`src/rtl/disp_bcd_ctrl.sv`:
```
// -----------------------------------------------------------------------------
// disp_bcd_ctrl
// Converts a 14-bit unsigned binary value into four BCD display digits using a
// sequential shift-and-add-3 (double dabble) engine. Values above 9999 skip the
// conversion and display 9,9,9,9 with the ovf flag set. Leading zero digits can
// optionally be replaced by a blank code.
//
// Ports
//   clk         : single clock, rising edge active
//   reset       : asynchronous, active-high reset
//   in_value    : binary value to display (14 bits)
//   in_valid    : in_value is valid this cycle
//   in_ready    : block accepts a value this cycle (state IDLE)
//   split_nr_0  : ones digit
//   split_nr_1  : tens digit
//   split_nr_2  : hundreds digit
//   split_nr_3  : thousands digit
//   busy        : conversion in progress (state not IDLE)
//   done        : one-cycle pulse, digit outputs just updated
//   ovf         : last accepted value exceeded 9999
// -----------------------------------------------------------------------------
module disp_bcd_ctrl #(
  parameter bit         BLANK_LEADING = 1'b1,
  parameter logic [3:0] BLANK_CODE    = 4'hF
) (
  input  logic        clk,
  input  logic        reset,
  input  logic [13:0] in_value,
  input  logic        in_valid,
  output logic        in_ready,
  output logic [3:0]  split_nr_0,
  output logic [3:0]  split_nr_1,
  output logic [3:0]  split_nr_2,
  output logic [3:0]  split_nr_3,
  output logic        busy,
  output logic        done,
  output logic        ovf
);

  typedef enum logic [1:0] {
    IDLE  = 2'd0,
    SHIFT = 2'd1,
    LATCH = 2'd2
  } state_t;

  state_t      state_r;
  state_t      state_s;
  logic [15:0] bcd_r;
  logic [13:0] bin_r;
  logic [3:0]  cnt_r;
  logic        ovf_pend_r;
  logic [15:0] bcd_adj_s;

  // Add 3 to every BCD nibble that is 5 or more, so the following left shift
  // carries correctly into the next decimal digit.
  function automatic logic [15:0] dabble_adj(input logic [15:0] bcd);
    logic [15:0] adj;
    adj = bcd;
    for (int i = 0; i < 4; i++) begin
      if (bcd[4*i +: 4] >= 4'd5) begin
        adj[4*i +: 4] = bcd[4*i +: 4] + 4'd3;
      end else begin
        adj[4*i +: 4] = bcd[4*i +: 4];
      end
    end
    return adj;
  endfunction

  // Replace zero digits above the most significant nonzero digit with the
  // blank code; the ones digit is always shown.
  function automatic logic [15:0] blank_digits(input logic [15:0] bcd);
    logic [15:0] res;
    logic        leading;
    res     = bcd;
    leading = 1'b1;
    for (int i = 3; i >= 1; i--) begin
      if ((BLANK_LEADING == 1'b1) && leading && (bcd[4*i +: 4] == 4'd0)) begin
        res[4*i +: 4] = BLANK_CODE;
      end else begin
        res[4*i +: 4] = bcd[4*i +: 4];
        leading       = 1'b0;
      end
    end
    return res;
  endfunction

  assign in_ready  = (state_r == IDLE);
  assign busy      = (state_r != IDLE);
  assign bcd_adj_s = dabble_adj(bcd_r);

  // State register.
  always_ff @(posedge clk or posedge reset) begin
    if (reset) begin
      state_r <= IDLE;
    end else begin
      state_r <= state_s;
    end
  end

  // Next-state logic: in-range values take 14 shifts, overflow goes straight
  // to LATCH.
  always_comb begin
    state_s = state_r;
    case (state_r)
      IDLE: begin
        if (in_valid) begin
          if (in_value > 14'd9999) begin
            state_s = LATCH;
          end else begin
            state_s = SHIFT;
          end
        end else begin
          state_s = IDLE;
        end
      end
      SHIFT: begin
        // cnt_r == 13 means this edge performs the 14th shift.
        if (cnt_r == 4'd13) begin
          state_s = LATCH;
        end else begin
          state_s = SHIFT;
        end
      end
      LATCH:   state_s = IDLE;
      default: state_s = IDLE;
    endcase
  end

  // Conversion datapath and registered display outputs.
  always_ff @(posedge clk or posedge reset) begin
    if (reset) begin
      bcd_r      <= 16'h0000;
      bin_r      <= 14'd0;
      cnt_r      <= 4'd0;
      ovf_pend_r <= 1'b0;
      split_nr_0 <= 4'd0;
      split_nr_1 <= 4'd0;
      split_nr_2 <= 4'd0;
      split_nr_3 <= 4'd0;
      ovf        <= 1'b0;
      done       <= 1'b0;
    end else begin
      done <= 1'b0;
      case (state_r)
        IDLE: begin
          if (in_valid) begin
            bin_r <= in_value;
            cnt_r <= 4'd0;
            if (in_value > 14'd9999) begin
              bcd_r      <= 16'h9999;
              ovf_pend_r <= 1'b1;
            end else begin
              bcd_r      <= 16'h0000;
              ovf_pend_r <= 1'b0;
            end
          end
        end
        SHIFT: begin
          // {BCD, binary} shifted left by one after the add-3 correction.
          bcd_r <= {bcd_adj_s[14:0], bin_r[13]};
          bin_r <= {bin_r[12:0], 1'b0};
          cnt_r <= cnt_r + 4'd1;
        end
        LATCH: begin
          {split_nr_3, split_nr_2, split_nr_1, split_nr_0} <= blank_digits(bcd_r);
          ovf  <= ovf_pend_r;
          done <= 1'b1;
        end
        default: begin
          done <= 1'b0;
        end
      endcase
    end
  end

endmodule

```
`config.mk`:
```
export PLATFORM = sky130hd
export DESIGN_NAME = disp_bcd_ctrl
export DESIGN_NICKNAME = d
export VERILOG_FILES = /design/src/rtl/disp_bcd_ctrl.sv
export SDC_FILE = /design/constraint.sdc
export NUM_CORES = 1
export LEC_CHECK = 0
export CORE_MARGIN = 5
export CORE_UTILIZATION = 40
export CTS_CLUSTER_DIAMETER = 150
export CTS_CLUSTER_SIZE = 12
export DETAILED_ROUTE_END_ITERATION = 8
export GPL_TIMING_DRIVEN = 0
export PLACE_DENSITY_LB_ADDON = 0.08
export REMOVE_ABC_BUFFERS = 1
export SKIP_LAST_GASP = 1
export SLEW_MARGIN = 40
export SYNTH_ARGS = -nofsm -noshare
export SYNTH_HDL_FRONTEND = slang
export SYNTH_SLANG_ARGS = --single-unit
```
`constraint.sdc`:
```
create_clock -name clk -period 1.9 [get_ports clk]
set_input_delay 0.19 -clock clk [delete_from_list [all_inputs] [get_ports clk]]
set_output_delay 0.19 -clock clk [all_outputs]
set_load 0.02 [all_outputs]
```
After elaboration in Yosys (flattened, before gate mapping)

Cells that the tools add are included.

Word-level logic and storage cells: 59
Input bits: 17
Register bits after elaboration: 55

Reductions and logical operators: 10
Equality and inequality tests: 4
Multiplexer cells: 24
Add/sub/neg operators: 5
Magnitude comparators: 5

Operator list:

| cell                                                                                 | count |
|---|---|
| 16-bit two-way mux                                                                   | 2 |
| 16-bit one-hot mux with 2 select lines                                               | 1 |
| 4-bit two-way mux                                                                    | 7 |
| 14-bit one-hot mux with 2 select lines                                               | 1 |
| 4-bit by 3-bit greater-or-equal comparator with 1-bit output (second input constant) | 4 |
| 14-bit greater-than comparator (second input constant)                               | 1 |
| 14-bit two-way mux                                                                   | 1 |
| 4-bit by 2-bit adder with 4-bit output (second input constant)                       | 3 |
| 4-bit logical NOT                                                                    | 3 |
| 4-bit one-hot mux with 2 select lines                                                | 1 |
| 1-bit two-way mux                                                                    | 6 |
| 2-bit two-way mux                                                                    | 3 |
| 4-bit by 1-bit adder with 4-bit output (second input constant)                       | 1 |
| 4-bit equality test (second input constant)                                          | 1 |
| 2-bit one-hot mux with 2 select lines                                                | 1 |
| 2-bit AND reduction                                                                  | 2 |
| 2-bit nonzero test                                                                   | 2 |
| 3-bit by 2-bit adder with 3-bit output (second input constant)                       | 1 |
| 3-bit two-way mux                                                                    | 1 |
| 2-bit by 1-bit equality test with 1-bit output (second input constant)               | 1 |
| 2-bit equality test (second input constant)                                          | 1 |
| 1-bit logical AND                                                                    | 2 |
| 2-bit logical NOT                                                                    | 1 |
| 2-bit inequality test (second input constant)                                        | 1 |

Logic depth before layout (Yosys ltp)

Word-level depth: 8
Mapped depth: 6
Gate-level depth less buffers: 6

Worst setup path after synthesis

Ideal clock, no wire load.

Kind: register to register
Start: register bcd_r[12]
End: register split_nr_1[2]
Library setup time: 0.121 ns
Arrival: 1.430 ns
Required time: 1.779 ns
Stages on the path, launching flop included: 7
Buffers on the path: 0
Setup slack: 0.349 ns
Path through: dfrtp_1 -> inv_1 -> ha_1 -> nor3b_1 -> and3_2 -> a31o_2 -> o22a_1

Longest elaborated chain between the ends: 8

Ends and longest elaborated chain:

| item                   | line | text |
|---|---|---|
| start, declared        | 48   | `logic [15:0] bcd_r;` |
| start signal, assigned | 160  | `bcd_r <= {bcd_adj_s[14:0], bin_r[13]};` |
| 4-bit logical NOT *    | 77   | `if ((BLANK_LEADING == 1'b1) && leading && (bcd[4*i +: 4] == 4'd0)) begin` |
| 1-bit two-way mux *    | 77   |  |
| 1-bit two-way mux *    | 144  | `case (state_r)` |
| 1-bit logical AND      | 77   |  |
| 1-bit two-way mux *    | 77   |  |
| 1-bit two-way mux *    | 144  |  |
| 1-bit logical AND *    | 77   |  |
| 4-bit two-way mux *    | 77   |  |
| end signal, assigned   | 165  | `{split_nr_3, split_nr_2, split_nr_1, split_nr_0} <= blank_digits(bcd_r);` |
| end, declared          | 32   | `output logic [3:0] split_nr_1,` |

Every way passes the cells marked *; elsewhere a longest branch is shown, timed or not. The select of a mux whose other input is x is not followed.
A chain may end at the register's enable or synchronous reset.

Final worst setup path

Start: register state_r[1]
End: output port in_ready

Longest elaborated chain between the ends: 1

Ends and longest elaborated chain:

| item                   | line | text |
|---|---|---|
| start, declared        | 46   | `state_t state_r;` |
| start signal, assigned | 96   | `state_r <= state_s;` |
| 2-bit logical NOT      | 87   | `assign in_ready = (state_r == IDLE);` |
| end, declared          | 30   | `output logic in_ready,` |

No other way between the ends.

==> results.md <==
* Grt ovf at 0
* Worst setup EP type: primary output
* Layout Skew at 7.868 ps
* Final ANT Viol Nets at 0
* Max Used Layer: met4
* DRT iter0 DRCs at 83
* CTS max path bufs at 2
* RSZ-0062 raised after global routing: no
* Top FF cell, synth: dfrtp_1
* Clock sinks at 55
* FMAX at 552.0 MHz
* Critical Path RT at 1710 ps
* Final WS setup at 88.53 ps
* Synth Area in Compound Gates at 17.64%
* Hold buffer count at CTS at 0
* WL final at 5421 µm
* Post-synthesis mux area share at 5.634%
* Detailed placement HPWL at 3640 µm
* CP top delay family: buffers and inverters
* Slew Limit Fails at 0
* Core area at 6719 µm²
* Number of global-route vias before repair at 2092
* Leakage at 1.467 nW
* Routed wl met3 at 270 µm
* Number of synthesized flops with an enable pin at 0
* Largest net degree at the start of global routing at 40
* Worst-Margin Slew at 537.7 ps
* Mapped Cells at 270
* Async SR Flop Fraction at 100.0%
* Placer Congestion at 0.7686
* FP Rows at 30
* Initial Util at 40.65%
* Final hold slack at 148.1 ps
* Final setup vio count at 0
* Met1 WL at 2561 µm
* Skew-Pair Late Insertion Delay at 310 ps
* DR WL met2 at 2515 µm
* Filler Cells Inserted at 656
* CTS Buf Count at 5
* CP max FO at 9
* CTS H-tree depth at 2
* CP cell instances: nor2_2 > clkdlybuf4s50_1
* Vias per cell at 5.248
* Die height at 92.64 µm
* #FFs+latches synth at 55
* Area of the die at 8581 µm²
* Yosys warns at 0
* Setup TNS Final at 0 ps
* Mapped Avg Cell Area at 10.12 µm²
* Ant diodes at 0
* Chip width at 92.64 µm
* Global-route wire length before repair at 9722 µm
* Worst path bufs/invs at 1
* CP startpoint kind: flop
* Slowest cell on the critical path: clkdlybuf4s50_1
* I/O Buffers at 36
* Relative slew margins at 64.15%
* Xor and xnor area share after synthesis at 1.603%
* Fin nets at 331
* Post-Synth Adder-Cell Area at 5.497%
* Sequential cell area at 1376 µm²
* Main combinational cell family by area after synthesis: compound AO/OA/AOI/OAI gates
* Status: finished clean
* Max cap viols at 0
* CTS tree: done
* Area delta synth->final at 20.89%
* Root Driver: clkbuf_8
* Final Hold Fails at 0
* Sequential cell area fraction in the yosys report at 50.39%
* Share of post-route cells with drive strength above 1 at 8.581%
* Synth Cell Area at 2731 µm²
* Total iterations of the first detailed-routing run at 4
* Max incr delay on CP at 630 ps
* Routed len/inst at 14.15 µm
* # IOs at 37
* Post-synthesis cell type count at 42
* All-Layer GR Usage at 14.11%
* Arrival @ worst endpoint at 1620 ps
* Synth Area in Simple Gates at 14.15%
* Worst hold path class: input pin to async pin
* Post-layout min period at 1811 ps
* Setup CP Type: flop to primary output
* Clock transition at path regs at 100 ps
* Pre-CTS WS at 74.81 ps
* PD cells at 1676 nW/µm²
* Antenna violations before repair at 0
* Routed via count at 2010
* # DRC at 0
* Multi-input gate area at 1234 µm²
* Final worst path period share at 95.34%
* Max IR drop VDD at 687.3 µV
path summary, 6_finish.rpt:
check	start	to	slack (ps)	depth (start not counted)
setup / recovery	state_r[1]	in_ready	90	2
hold / removal	reset	bcd_r[14]	150	2
setup reg to reg	state_r[1]	bcd_r[14]	200	3
hold reg to reg	split_nr_2[2]	split_nr_2[2]	470	2
max in group asynchronous	reset	bin_r[9]	1260	3
min in group clk	in_value[0]	bin_r[0]	430	3
cell usage in the layout (no fill, tap or decap), types with 3 or more instances in the layout:
cell type	instances
nor2_1	4
o21ai_1	5
o221ai_1	3
o31ai_1	4
clkbuf_8	5
nand2_1	55
inv_1	11
mux2_2	3
clkdlybuf4s50_1	36
o21ai_0	27
xnor2_1	4
a21oi_1	9
o22a_1	4
nor3b_1	3
dfrtp_1	55
mux2i_1	12
nand2b_1	4
o22ai_1	8
ha_1	12
a32oi_1	4
kinds of logic after synthesis:
group,Yosys count
DFF,55
AOI/OAI and AO/OA,74
and+or+nand+nor,83
muxes,15
xor gates and xnor gates,5
adders and majority gates,12
buffers and inverters,26
worst reg2reg max path, cell delays in order (launching register included):
cell      delay, ps
dfrtp_1         510
nand2b_2        490
or3_1           520
o311ai_4        100
flip-flops by register name, summed over array words and instances (netlist names):
register    count
ovf             1
bcd_r          16
split_nr_1      4
state_r         2
split_nr_2      4
ovf_pend_r      1
cnt_r           4
split_nr_3      4
done            1
split_nr_0      4
bin_r          14
what timing repair did:
| item | CTS | global route |
|---|---|---|
| endpoints found under the hold margin | 0 | 0 |
| buffers inserted | 0 | 0 |
| gates resized for setup | 0 | 2 |
| endpoints found under the setup margin | 0 | 13 |
through the flow:
step | cells | util (%) | power (mW) | instance area, µm²
2_1_floorplan | 257 | - | 3.752 | 2641
3_3_place_gp | 373 | 46.16 | 4.544 | 3102
3_5_place_dp | 375 | 47.06 | 4.672 | 3162
4_1_cts | 383 | 49.03 | 5.595 | 3294
5_1_grt | 383 | 49.14 | 6.052 | 3302
6_report | 383 | 49.14 | 5.535 | 3302
metal layers:
metal / vias up / global-route usage [%]
li1: 1005 / -
met1: 956 / 18.07
met2: 42 / 24.05
met3: 7 / 2.762
met4: 0 / 4.396
met5: - / 0
synthesized netlist by cell type, drive strengths merged (5+ instances only):
library cell  instances  share of area [%]
nand2                56                8.0
dfrtp                55                 50
o21ai                32                5.9
buf                  13                3.3
inv                  13                1.8
ha                   12                5.5
mux2i                12                4.4
a21oi                 9                1.6
o22ai                 8                1.8
nand2b                6                1.4
nor2                  5               0.78
where the power goes:
part	leakage (nW)	switching, mW	internal, mW
clock network	0.0654	0.378	0.527
logic	0.704	1.34	1.21
registers	0.697	0.400	1.67
total	1.47	2.12	3.41
layout make-up:
cell class | count | share of cell area (%)
multi-input combinational | 189 | 37.36
clock inverter | 2 | 1.819
inverter | 13 | 1.554
tap | 80 | 3.031
clock buffer | 6 | 2.198
sequential | 55 | 41.68
timing repair buffer | 38 | 12.35
Note: power is estimated with default switching activity, not from simulation.
